===== config.mk =====
export PLATFORM = sky130hd
export DESIGN_NAME = clock24_counter
export DESIGN_NICKNAME = d
export VERILOG_FILES = /design/src/rtl/clock24_pkg.sv /design/src/rtl/bcd_pair_counter.sv /design/src/rtl/clock24_counter.sv
export SDC_FILE = /design/constraint.sdc
export NUM_CORES = 1
export LEC_CHECK = 0
export CORE_MARGIN = 2
export CORE_UTILIZATION = 51
export CTS_CLUSTER_SIZE = 20
export DETAILED_ROUTE_END_ITERATION = 10
export PLACE_DENSITY = 0.81
export REMOVE_ABC_BUFFERS = 1
export SYNTH_ARGS = -nofsm -noshare
export SYNTH_HDL_FRONTEND = slang
export SYNTH_SLANG_ARGS = --single-unit

===== constraint.sdc =====
create_clock -name ClkIn -period 2.6 [get_ports ClkIn]
set_clock_uncertainty 0.1 [all_clocks]
set_input_delay 0.39 -clock ClkIn [delete_from_list [all_inputs] [get_ports ClkIn]]
set_output_delay 0.39 -clock ClkIn [all_outputs]
set_load 0.02 [all_outputs]

===== src/rtl/clock24_pkg.sv =====
// clock24_pkg
//   Shared constants for the 24-hour timekeeping core: mode encodings
//   reported on the Mode output and the BCD limit of each time field.
package clock24_pkg;

    // Mode encodings. Value 2'd3 is never entered.
    localparam logic [1:0] MODE_RUN     = 2'd0;
    localparam logic [1:0] MODE_SET_HR  = 2'd1;
    localparam logic [1:0] MODE_SET_MIN = 2'd2;

    // Inclusive upper limit of each field, as a BCD digit pair.
    localparam logic [7:0] SEC_MAX = 8'h59;
    localparam logic [7:0] MIN_MAX = 8'h59;
    localparam logic [7:0] HR_MAX  = 8'h23;

endpackage


===== src/rtl/bcd_pair_counter.sv =====
// bcd_pair_counter
//   Two-digit BCD counter that wraps from MAX to 00.
//   Ports:
//     clk, rst_n   clock, asynchronous active-low reset (loads INIT)
//     inc          advance by one (units 9 -> 0 carries into tens)
//     clr          force 00; overrides inc
//     tens, units  registered BCD digits
//     carry        combinational: inc asserted while the pair equals MAX
module bcd_pair_counter #(
    parameter logic [7:0] MAX  = 8'h59,
    parameter logic [7:0] INIT = 8'h00
) (
    input  logic       clk,
    input  logic       rst_n,
    input  logic       inc,
    input  logic       clr,
    output logic [3:0] tens,
    output logic [3:0] units,
    output logic       carry
);

    logic [3:0] tens_q, tens_d;
    logic [3:0] units_q, units_d;
    logic       at_max;

    // The limit is compared on the whole pair so that e.g. hours 23
    // wraps while 19 -> 20 still takes the normal unit wrap.
    assign at_max = ({tens_q, units_q} == MAX);
    assign carry  = inc & at_max;

    always_comb begin
        tens_d  = tens_q;
        units_d = units_q;
        if (clr) begin
            tens_d  = 4'd0;
            units_d = 4'd0;
        end else if (inc) begin
            if (at_max) begin
                tens_d  = 4'd0;
                units_d = 4'd0;
            end else if (units_q == 4'd9) begin
                tens_d  = tens_q + 4'd1;
                units_d = 4'd0;
            end else begin
                units_d = units_q + 4'd1;
            end
        end
    end

    always_ff @(posedge clk or negedge rst_n) begin
        if (!rst_n) begin
            tens_q  <= INIT[7:4];
            units_q <= INIT[3:0];
        end else begin
            tens_q  <= tens_d;
            units_q <= units_d;
        end
    end

    assign tens  = tens_q;
    assign units = units_q;

endmodule


===== src/rtl/clock24_counter.sv =====
// clock24_counter
//   Timekeeping core of the 24-hour clock. Counts rising edges of the
//   divided TickIn as seconds in RUN, and lets the user set hours and
//   minutes through a three-state mode machine.
//   Ports:
//     ClkIn            system clock
//     reset            asynchronous, active-low reset
//     TickIn           divided square wave (already in ClkIn domain)
//     ModeBtn, IncBtn  single-cycle button pulses
//     HrT..SecU        registered BCD digits
//     Mode             0 RUN, 1 SET_HR, 2 SET_MIN
//     SecPulse         one-cycle pulse per counted second in RUN
module clock24_counter
    import clock24_pkg::*;
#(
    parameter logic [7:0] INIT_HR  = 8'h00,
    parameter logic [7:0] INIT_MIN = 8'h00
) (
    input  logic       ClkIn,
    input  logic       reset,
    input  logic       TickIn,
    input  logic       ModeBtn,
    input  logic       IncBtn,
    output logic [3:0] HrT,
    output logic [3:0] HrU,
    output logic [3:0] MinT,
    output logic [3:0] MinU,
    output logic [3:0] SecT,
    output logic [3:0] SecU,
    output logic [1:0] Mode,
    output logic       SecPulse
);

    logic       tick_prev_q, tick_prev_d;
    logic [1:0] mode_q, mode_d;
    logic       sec_pulse_q, sec_pulse_d;
    logic       tick;
    logic       run, set_hr, set_min;
    logic       sec_inc, sec_clr, min_inc, hr_inc;
    logic       sec_carry, min_carry, hr_carry;

    // The divider resets its output high, so the previous sample starts
    // high too: a TickIn already high out of reset is not an edge.
    assign tick = TickIn & ~tick_prev_q;

    assign run     = (mode_q == MODE_RUN);
    assign set_hr  = (mode_q == MODE_SET_HR);
    assign set_min = (mode_q == MODE_SET_MIN);

    // Field steering. A ModeBtn in the same cycle drops IncBtn; in RUN the
    // tick is still applied while the mode advances.
    assign sec_inc = run & tick;
    assign sec_clr = set_min & ModeBtn;
    assign min_inc = run ? sec_carry : (set_min & IncBtn & ~ModeBtn);
    assign hr_inc  = run ? min_carry : (set_hr & IncBtn & ~ModeBtn);

    always_comb begin
        tick_prev_d = TickIn;
        sec_pulse_d = sec_inc;
        mode_d      = mode_q;
        case (mode_q)
            MODE_RUN:     if (ModeBtn) mode_d = MODE_SET_HR;
            MODE_SET_HR:  if (ModeBtn) mode_d = MODE_SET_MIN;
            MODE_SET_MIN: if (ModeBtn) mode_d = MODE_RUN;
            default:      mode_d = MODE_RUN;
        endcase
    end

    always_ff @(posedge ClkIn or negedge reset) begin
        if (!reset) begin
            tick_prev_q <= 1'b1;
            mode_q      <= MODE_RUN;
            sec_pulse_q <= 1'b0;
        end else begin
            tick_prev_q <= tick_prev_d;
            mode_q      <= mode_d;
            sec_pulse_q <= sec_pulse_d;
        end
    end

    bcd_pair_counter #(.MAX(SEC_MAX), .INIT(8'h00)) u_sec (
        .clk(ClkIn), .rst_n(reset), .inc(sec_inc), .clr(sec_clr),
        .tens(SecT), .units(SecU), .carry(sec_carry)
    );

    bcd_pair_counter #(.MAX(MIN_MAX), .INIT(INIT_MIN)) u_min (
        .clk(ClkIn), .rst_n(reset), .inc(min_inc), .clr(1'b0),
        .tens(MinT), .units(MinU), .carry(min_carry)
    );

    // Hours wrap 23 -> 00 without further carry.
    bcd_pair_counter #(.MAX(HR_MAX), .INIT(INIT_HR)) u_hr (
        .clk(ClkIn), .rst_n(reset), .inc(hr_inc), .clr(1'b0),
        .tens(HrT), .units(HrU), .carry(hr_carry)
    );

    assign Mode     = mode_q;
    assign SecPulse = sec_pulse_q;

    logic unused_ok;
    assign unused_ok = hr_carry;

endmodule


* Word-level counts from Yosys, hierarchy flattened
Cells that the tools add are included.
** Storage, ports and cells
- Register bits :: 28
- Bits of input ports :: 5
- Output and inout port bits :: 27
- Word-level logic and storage cells :: 68
** Cells by class
- $add $sub $neg :: 6
- Equality and inequality tests :: 11
- Multiplexer cells :: 22
- Bitwise gates (word level) :: 11
- Reduce and logical (&&, ||, !) cells :: 9
** Operators by type and width (number)
- 4-bit 2-to-1 mux :: 16
- 4-bit by 1-bit adder with 4-bit output (second input constant) :: 6
- 8-bit by 7-bit == test with 1-bit output (second input constant) :: 2
- 4-bit == test (second input constant) :: 3
- 1-bit bitwise AND :: 9
- 8-bit by 6-bit == test with 1-bit output (second input constant) :: 1
- 2-bit 2-to-1 mux :: 3
- 2-bit inequality test (second input constant) :: 3
- 2-bit one-hot mux with 3 select lines :: 1
- 2-bit AND reduction :: 3
- 2-bit nonzero test :: 3
- 3-bit AND reduction :: 1
- 3-bit nonzero test :: 1
- 2-bit by 1-bit == test with 1-bit output (second input constant) :: 1
- 2-bit == test (second input constant) :: 1
- 2-bit logical NOT :: 1
- 1-bit 2-to-1 mux :: 2
- 1-bit inverter :: 2

* Depth between registers and ports, before layout
Gate-level depths: netlist of run 1.
- Word-level depth :: 8
- Gate-level depth with buffers :: 7
- Depth with buffers taken out :: 7

* Modules after synthesis
From an unflattened synthesis of run 1, not the netlist that was laid out.
** Unflattened totals
- Cell total of the unflattened synthesis :: 173
- Area, all modules :: 1696.6 um^2
** By module, submodules not included
- bcd_pair_counter at u_min ... :: times used 2, cells each 50, area each 490.5 um^2, sequential area each 200.2 um^2
- bcd_pair_counter at u_hr :: times used 1, cells each 56, area each 530.5 um^2, sequential area each 200.2 um^2
- clock24_counter :: times used 1, cells each 17, area each 185.2 um^2, sequential area each 101.3 um^2

* Worst setup path after synthesis of run 1
Ideal clock, no wire load.
- Kind :: reg-to-reg
- Start :: reg u_min.units_q[0] (netlist: u_min.units[0])
- End :: reg u_hr.units_q[1] (netlist: u_hr.units[1])
- Library setup time :: 0.076 ns
- Arrival time :: 1.839 ns
- Required time :: 2.424 ns
- Slack :: 0.585 ns
- Cell stages (with the launch flop) :: 7
- Buffers on the path :: 0
- Period minus slack after synthesis :: 2.015 ns
- Path through :: dfrtp_1 > ha_1 > nand3b_1 > nor4_1 > a31oi_1 > or3_1 > o21ai_1
** On the way
- Cells in the longest elaborated chain, start to end :: 3
** Ends and longest elaborated chain
- start: declaration :: RTL line bcd_pair_counter.sv:23 : logic [3:0] units_q, units_d;
- start signal: assignment :: RTL line bcd_pair_counter.sv:53 : units_q <= INIT[3:0];
- start signal: assignment :: RTL line bcd_pair_counter.sv:56 : units_q <= units_d;
- 8-bit by 7-bit == test with 1-bit output :: RTL line bcd_pair_counter.sv:28 : assign at_max = ({tens_q, units_q} == MAX);
- 1-bit bitwise AND :: RTL line bcd_pair_counter.sv:29 : assign carry = inc & at_max;
- 1-bit 2-to-1 mux :: RTL line clock24_counter.sv:55 : assign hr_inc = run ? min_carry : (set_hr & IncBtn & ~ModeBtn);
- end signal: assignment :: RTL line bcd_pair_counter.sv:53
- end signal: assignment :: RTL line bcd_pair_counter.sv:56
- end: declaration :: RTL line bcd_pair_counter.sv:23
No other way between the ends.
A chain may end at the register's enable or synchronous reset.

* Worst setup path in the final report of run 1
- Start :: reg u_sec.units_q[0] (netlist: u_sec.units[0])
- End :: reg u_hr.tens_q[3] (netlist: u_hr.tens[3])
** On the way
- Cells in the longest elaborated chain, start to end :: 6
** Ends and longest elaborated chain
- start: declaration :: RTL line bcd_pair_counter.sv:23
- start signal: assignment :: RTL line bcd_pair_counter.sv:53
- start signal: assignment :: RTL line bcd_pair_counter.sv:56
- 8-bit by 7-bit == test with 1-bit output :: RTL line bcd_pair_counter.sv:28
- 1-bit bitwise AND :: RTL line bcd_pair_counter.sv:29
- 1-bit 2-to-1 mux :: RTL line clock24_counter.sv:54 : assign min_inc = run ? sec_carry : (set_min & IncBtn & ~ModeBtn);
- 1-bit bitwise AND :: RTL line bcd_pair_counter.sv:29
- 1-bit 2-to-1 mux :: RTL line clock24_counter.sv:55
- 2-bit AND reduction (no source line)
- end signal: assignment :: RTL line bcd_pair_counter.sv:52 : tens_q <= INIT[7:4];
- end signal: assignment :: RTL line bcd_pair_counter.sv:55 : tens_q <= tens_d;
- end: declaration :: RTL line bcd_pair_counter.sv:22 : logic [3:0] tens_q, tens_d;
No other way between the ends.

==> results by group, run 1 <==
STA
  – RSZ-0062 raised after global routing: no
  – Final Max Slew Viols: 0
  – Slew HR: 57.4%
  – Final setup viols: 0
  – Fin crit period: 2.18 ns
  – Fmax: approximately 460 MHz
  – Worst-Margin Slew: about 0.63 ns
  – Worst setup margin: 0.421 ns
  – Final Hold Viols: 0
  – Fin crit share: 83.8%
  – Setup TNS: 0 ns

Final layout
  – Fraction of layout cells with a size suffix above 1: 7.45%
  – Post-route cell area: 0.00198 mm2
  – Layout overhead on the synthesized area: 24.4%
  – ANT cells: 0
  – Fillers: 241
  – Fin nets: 206

Clock tree
  – Post-CTS setup buffers: 0
  – Htree depth: 1
  – CTS Buf Count: 3
  – Clk sinks: 28
  – Longest Clk Path Bufs: 2
  – CTS tree: done
  – Worst-skew pair later-pin latency: 0.33 ns
  – CTS clk-pin slew, worst paths: 0.15 ns
  – Hold Buf Count CTS: 0
  – Post-CTS Resized: 0
  – CTS Root Buffer Type: clkbuf_4

Synth
  – Multiplexer share of the synthesized area: under 10%
  – Main combinational cell family by area after synthesis: simple AND/OR/NAND/NOR gates
  – Number of synthesized flops with an enable pin: 0
  – Cells after synthesis: 154
  – Async SR Flop Fraction: 100%
  – Synth cell types: 42
  – Synthesis-stage register bit count: 28
  – Sequential area share after synthesis: 44.0%
  – Post-Syn Area: 0.00159 mm2
  – Complex-gate fraction of the synthesized area: 17.7%
  – Main synth FF type: dfrtp_1
  – Syn_area_per_cell: 10.4 um2
  – Adder-cell share of the synthesized area: 9.42%
  – Simple-gate share of the synthesized area: 22.2%
  – Synth Area in XOR/XNOR: 1.10%
  – Syn. warnings: 0

Power
  – Pwr Density: 850 mW/mm2
  – Peak VDD IR: about 540 uV
  – LEAKAGE: 0.852 nW
  – Pwr Total: 1.69 mW

Worst setup path
  – CP required: about 2.7 ns
  – Crit path buf inv count: 0
  – Crit path cell chain: ha_1 -> and3b_1 -> and2_1 -> a31oi_1 -> nor3_1 -> xor2_1
  – CP Capture Type: register
  – Worst Setup Path Type: reg2reg
  – Worst-path fanout max: 8
  – Crit-path max cell delay: 0.52 ns
  – CP top delay family: simple AND/OR/NAND/NOR gates
  – CP Launch Type: register
  – Worst path slowest cell: a31oi_1
  – CP arrival: 2.31 ns

Placed design
  – Dpl ws: 0.155 ns
  – Cell Area, Placed: between 0.0015 and 0.002 mm2
  – Count of input and output buffers: 31
  – Gpl congestion: 0.808
  – Post-detail-place hpwl: 2400 um

Die
  – Die ar.: 0.00359 mm2
  – # IOs: 32
  – Die height: 59.9 um
  – Initial Util: between 50% and 60%
  – Row count: 20
  – Die X: around 60 um
  – Core footprint: 0.00300 mm2

Drt
  – Detail Route Antenna Nets: 0
  – WL final: 3140 um
  – Vias after detailed routing: 1295
  – 1st-iter DRT viols: 34
  – Average routed wire per standard cell: 14.2 um
  – # DRC: 0
  – Pre-antenna DRT Iters: 4
  – Vias/cell: 5.86

Run
  – Max-Cap Viols: 0

GRT
  – Largest net degree at the start of global routing: 29
  – First-pass GRT wire length: 5530 um
  – Antenna violations before repair: 0
  – GRT Util Overall: 20.6%
  – GRT overflow: 0
  – Vias in the first global route: between 1000 and 1500

Status
  – Status: finished clean

Hold path
  – Worst hold path class: in2async
==> state kept, by name (all words and copies together), names as in the netlist <==
name / flops
tick_prev_q: 1
u_min.units: 4
u_sec.tens: 4
SecPulse: 1
Mode: 2
u_hr.tens: 4
u_sec.units: 4
u_min.tens: 4
u_hr.units: 4
==> stage by stage <==
stage | util [%] | instances | hold WS (ns)
global placement | 64.3 | 217 | 0.381
global route | 66.0 | 221 | 0.333
CTS | 66.0 | 221 | 0.304
detailed placement | 64.3 | 217 | 0.386
finish | 66.0 | 221 | 0.307
floorplan | - | 152 | -0.00559
==> synthesized netlist by cell type, types with 3 or more instances <==
library cell  instances  area [um2]
dfrtp_1              27         676
ha_1                 12         150
nand2_1              11        41.3
o21ai_0              11        55.1
o21ai_1              11        55.1
inv_1                 9        33.8
nor2_1                6        22.5
nand2b_1              5        31.3
nand3_1               5        25.0
nand3b_1              5        37.5
a21o_1                4        30.0
nor3_1                4        20.0
o31ai_1               4        30.0
and3b_1               3        26.3
==> final timing paths <==
path                           startpoint       endpoint  slack, ns  cells past startpoint
setup / recovery           u_sec.units[0]   u_hr.tens[3]       0.42                      6
hold / removal                      reset  u_hr.units[2]       0.31                      2
setup reg to reg           u_sec.units[0]   u_hr.tens[3]       0.42                      6
hold reg to reg              u_hr.tens[3]   u_hr.tens[3]       0.40                      1
max in group asynchronous           reset    tick_prev_q       1.79                      2
min in group ClkIn                 TickIn    tick_prev_q       0.40                      1
==> placed cells by master (no fill, tap or decap), drive strengths merged, types with 2 or more instances in the layout <==
cell and count:
a21o 4, a21oi 3, a31oi 2, a41oi 2, and2 2, and3 2
and3b 3, clkbuf 3, clkdlybuf4s50 31, dfrtp 27, ha 12, inv 9
mux2 2, nand2 11, nand2b 5, nand3 5, nand3b 5, nor2 7
nor2b 2, nor3 4, nor4bb 2, o21ai 23, o31ai 4, or3 2
==> where the power goes <==
part,switching [mW],internal [mW],total [mW],leakage [nW]
combinational,0.345,0.339,0.684,0.459
clock,0.126,0.156,0.282,0.0279
sequential,0.179,0.541,0.720,0.365
==> cell type report <==
type | instances | area [um2] | area share (%)
timing repair buffer | 32 | 318 | 16.0
tap | 33 | 41.3 | 2.08
inverter | 9 | 33.8 | 1.70
clock buffer | 3 | 22.5 | 1.14
multi-input combinational | 115 | 836 | 42.1
clock inverter | 1 | 30.0 | 1.51
sequential | 28 | 702 | 35.4
==> cell families (layout without fill, tap and decap cells) <==
group                      count (synthesis)  after routing
and+or+nand+nor                           57             57
DFF                                       28             28
AOI/OAI and AO/OA                         41             41
muxes                                      3              3
xor gates and xnor gates                   2              2
buffers and inverters                     11             45
adders and majority gates                 12             12
==> per-layer routing <==
metal	wire length (um)	share of wire (%)	up-vias	GRT usage, %
li1	-	-	625	-
met1	1370	44	640	23.6
met2	1630	52	25	37.3
met3	95	3.0	5	4.11
met4	38	1.2	0	7.62
met5	0	0	-	0
Note: power is estimated with default switching activity, not from simulation.
==> run 2, diff against run 1 <==
--- a/config.mk
+++ b/config.mk
@@ -6,10 +6,10 @@
 export NUM_CORES = 1
 export LEC_CHECK = 0
 export CORE_MARGIN = 2
-export CORE_UTILIZATION = 51
+export CORE_UTILIZATION = 46
 export CTS_CLUSTER_SIZE = 20
 export DETAILED_ROUTE_END_ITERATION = 10
-export PLACE_DENSITY = 0.81
+export PLACE_DENSITY = 0.77
 export REMOVE_ABC_BUFFERS = 1
 export SYNTH_ARGS = -nofsm -noshare
 export SYNTH_HDL_FRONTEND = slang
==> constraint.sdc (replaced) <==
create_clock -name ClkIn -period 1.9 [get_ports ClkIn]
set_clock_uncertainty 0.1 [all_clocks]
set_input_delay 0.285 -clock ClkIn [delete_from_list [all_inputs] [get_ports ClkIn]]
set_output_delay 0.285 -clock ClkIn [all_outputs]
set_load 0.02 [all_outputs]
==> run 2 against run 1 <==
  * Setup slack worse by 0.46 ns
  * Total power up 54%
  * Routed wire length up 31%
  * Utilization up 8.2 points
  * Cell area up 25%
  * Combinational power up 110%
  * Sequential share of layout area down 6.9 points
  * Non-clock buffer count up 49
  * Count of clock-buffer cells in the layout up 1
  * Register-to-register slack worse by 0.46 ns
  * Largest power group is now combinational logic
  * The run now ends with negative setup slack left
  * Via count up 14%
==> results by group, run 2 (synthesis gave the netlist of run 1 again) <==
Run
  – Max-Cap Viols: 0

Clock tree
  – Longest Clk Path Bufs: 2
  – CTS Buf Count: 3
  – CTS clk-pin slew, worst paths: 0.16 ns
  – CTS tree: done
  – CTS Root Buffer Type: clkbuf_4
  – Worst-skew pair later-pin latency: 0.33 ns
  – Htree depth: 1
  – Clk sinks: 28
  – Hold Buf Count CTS: 0

STA
  – Worst setup margin: -0.0365 ns
  – Final setup viols: 4
  – Worst-Margin Slew: 0.494 ns
  – Fmax: 516 MHz
  – Final Hold Viols: 0
  – Slew HR: between 60% and 70%
  – Final Max Slew Viols: 0
  – Fin crit share: 102%
  – RSZ-0062 raised after global routing: yes
  – Fin crit period: 1.94 ns

GRT
  – GRT Util Overall: 20.6%
  – Largest net degree at the start of global routing: 29
  – Antenna violations before repair: 0
  – Vias in the first global route: 1524
  – GRT overflow: 0
  – First-pass GRT wire length: between 6000 and 7000 um

Hold path
  – Worst hold path class: in2async

Final layout
  – Fin nets: 255
  – Util after Layout: 74.2%
  – Fraction of layout cells with a size suffix above 1: roughly a third
  – Most frequent cells in the layout: buf_4 (46), dfrtp_1 (25), clkdlybuf4s50_1 (21), o21ai_1 (11)
  – Post-route cell area: about 0.0025 mm2
  – ANT cells: 0
  – Commonest non-fill, non-tap cell in the layout: buf_4
  – Layout overhead on the synthesized area: 55.3%

Die
  – Initial Util: 47.8%
  – Die height: 62.9 um
  – Row count: 21
  – Core footprint: 0.00334 mm2
  – Die ar.: around 0.004 mm2
  – # IOs: 32
  – Die X: approximately 63 um

Placed design
  – Post-detail-place hpwl: just under 3000 um
  – Gpl congestion: 0.815
  – Count of input and output buffers: 31
  – Cell Area, Placed: 0.00224 mm2

Status
  – Status: finished with violations
  – Failing checks: negative setup slack

Worst setup path
  – CP Launch Type: register
  – Worst-path fanout max: 4
  – CP arrival: 2.09 ns
  – CP Capture Type: register
  – Worst Setup SP: u_min.tens[1]
  – Worst r2r src: u_min.tens[1]
  – CP required: 2.06 ns
  – Worst Setup Path Type: reg2reg

Drt
  – Average routed wire per standard cell: ~15 um
  – Vias after detailed routing: 1481
  – WL final: 4110 um
  – Detail Route Antenna Nets: 0
  – # DRC: 0
  – 1st-iter DRT viols: 106
  – Vias/cell: 5.23
  – Pre-antenna DRT Iters: 4

Power
  – Pwr Density: 1050 mW/mm2
  – LEAKAGE: around 1.2 nW
  – Peak VDD IR: 759 uV
[run 2: metrics by stage]
step	total power [mW]	setup TNS, ns	hold slack (ns)	cells	setup slack, ns
after global routing	2.78	-0.948	0.238	283	-0.148
after detailed placement	2.20	-2.67	0.381	269	-0.256
after global placement	2.13	-1.44	0.376	269	-0.181
after floorplan	1.50	-0.499	-0.111	152	-0.115
final	2.61	-0.0650	0.220	283	-0.0365
after CTS	2.51	-0.0179	0.229	276	-0.0179
[run 2: layout make-up]
type                            count  area, um2
Tap cell                           46       57.6
Fill cell                         252        861
Inverter                            9       33.8
Sequential cell                    28        704
Clock buffer                        4       36.3
Timing Repair Buffer               81        714
Multi-Input combinational cell    115        930
[run 2: repair_timing]
item	4_1_cts	5_1_grt
endpoints found under the setup margin	10	19
setup buffers	3	7
resized for setup	15	22
pin swaps	4	7
[run 2: final timing paths]
path / to / slack (ns) / depth (start not counted)
worst min register to register: u_hr.tens[3] / 0.40 / 1
worst max register to register: u_hr.units[1] / -0.04 / 7
worst max-delay path: u_hr.units[1] / -0.04 / 7
max in group asynchronous: tick_prev_q / 1.17 / 2
min in group ClkIn: tick_prev_q / 0.34 / 1
worst min-delay path: u_min.tens[2] / 0.22 / 2
[run 2: power breakdown]
group	internal [mW]	total [mW]	switching, mW
Clock	0.117	0.293	0.176
Sequential	0.745	0.884	0.139
Combinational	0.712	1.43	0.716
[run 2: critical path, stage by stage (launching register included)]
cell and delay (ns):
dfrtp_1 0.43, inv_2 0.09, ha_4 0.13, nand3b_1 0.15, nor4_4 0.29, a31oi_2 0.19
or3_1 0.40, o21ai_1 0.09
[run 2: routing by layer]
layer	GRT usage, %	wire [um]	share of wire, %
met1	24.2	1750	43
met2	38.3	2200	54
met5	0	0	0
met4	6.39	38	0.93
met3	2.88	114	2.8
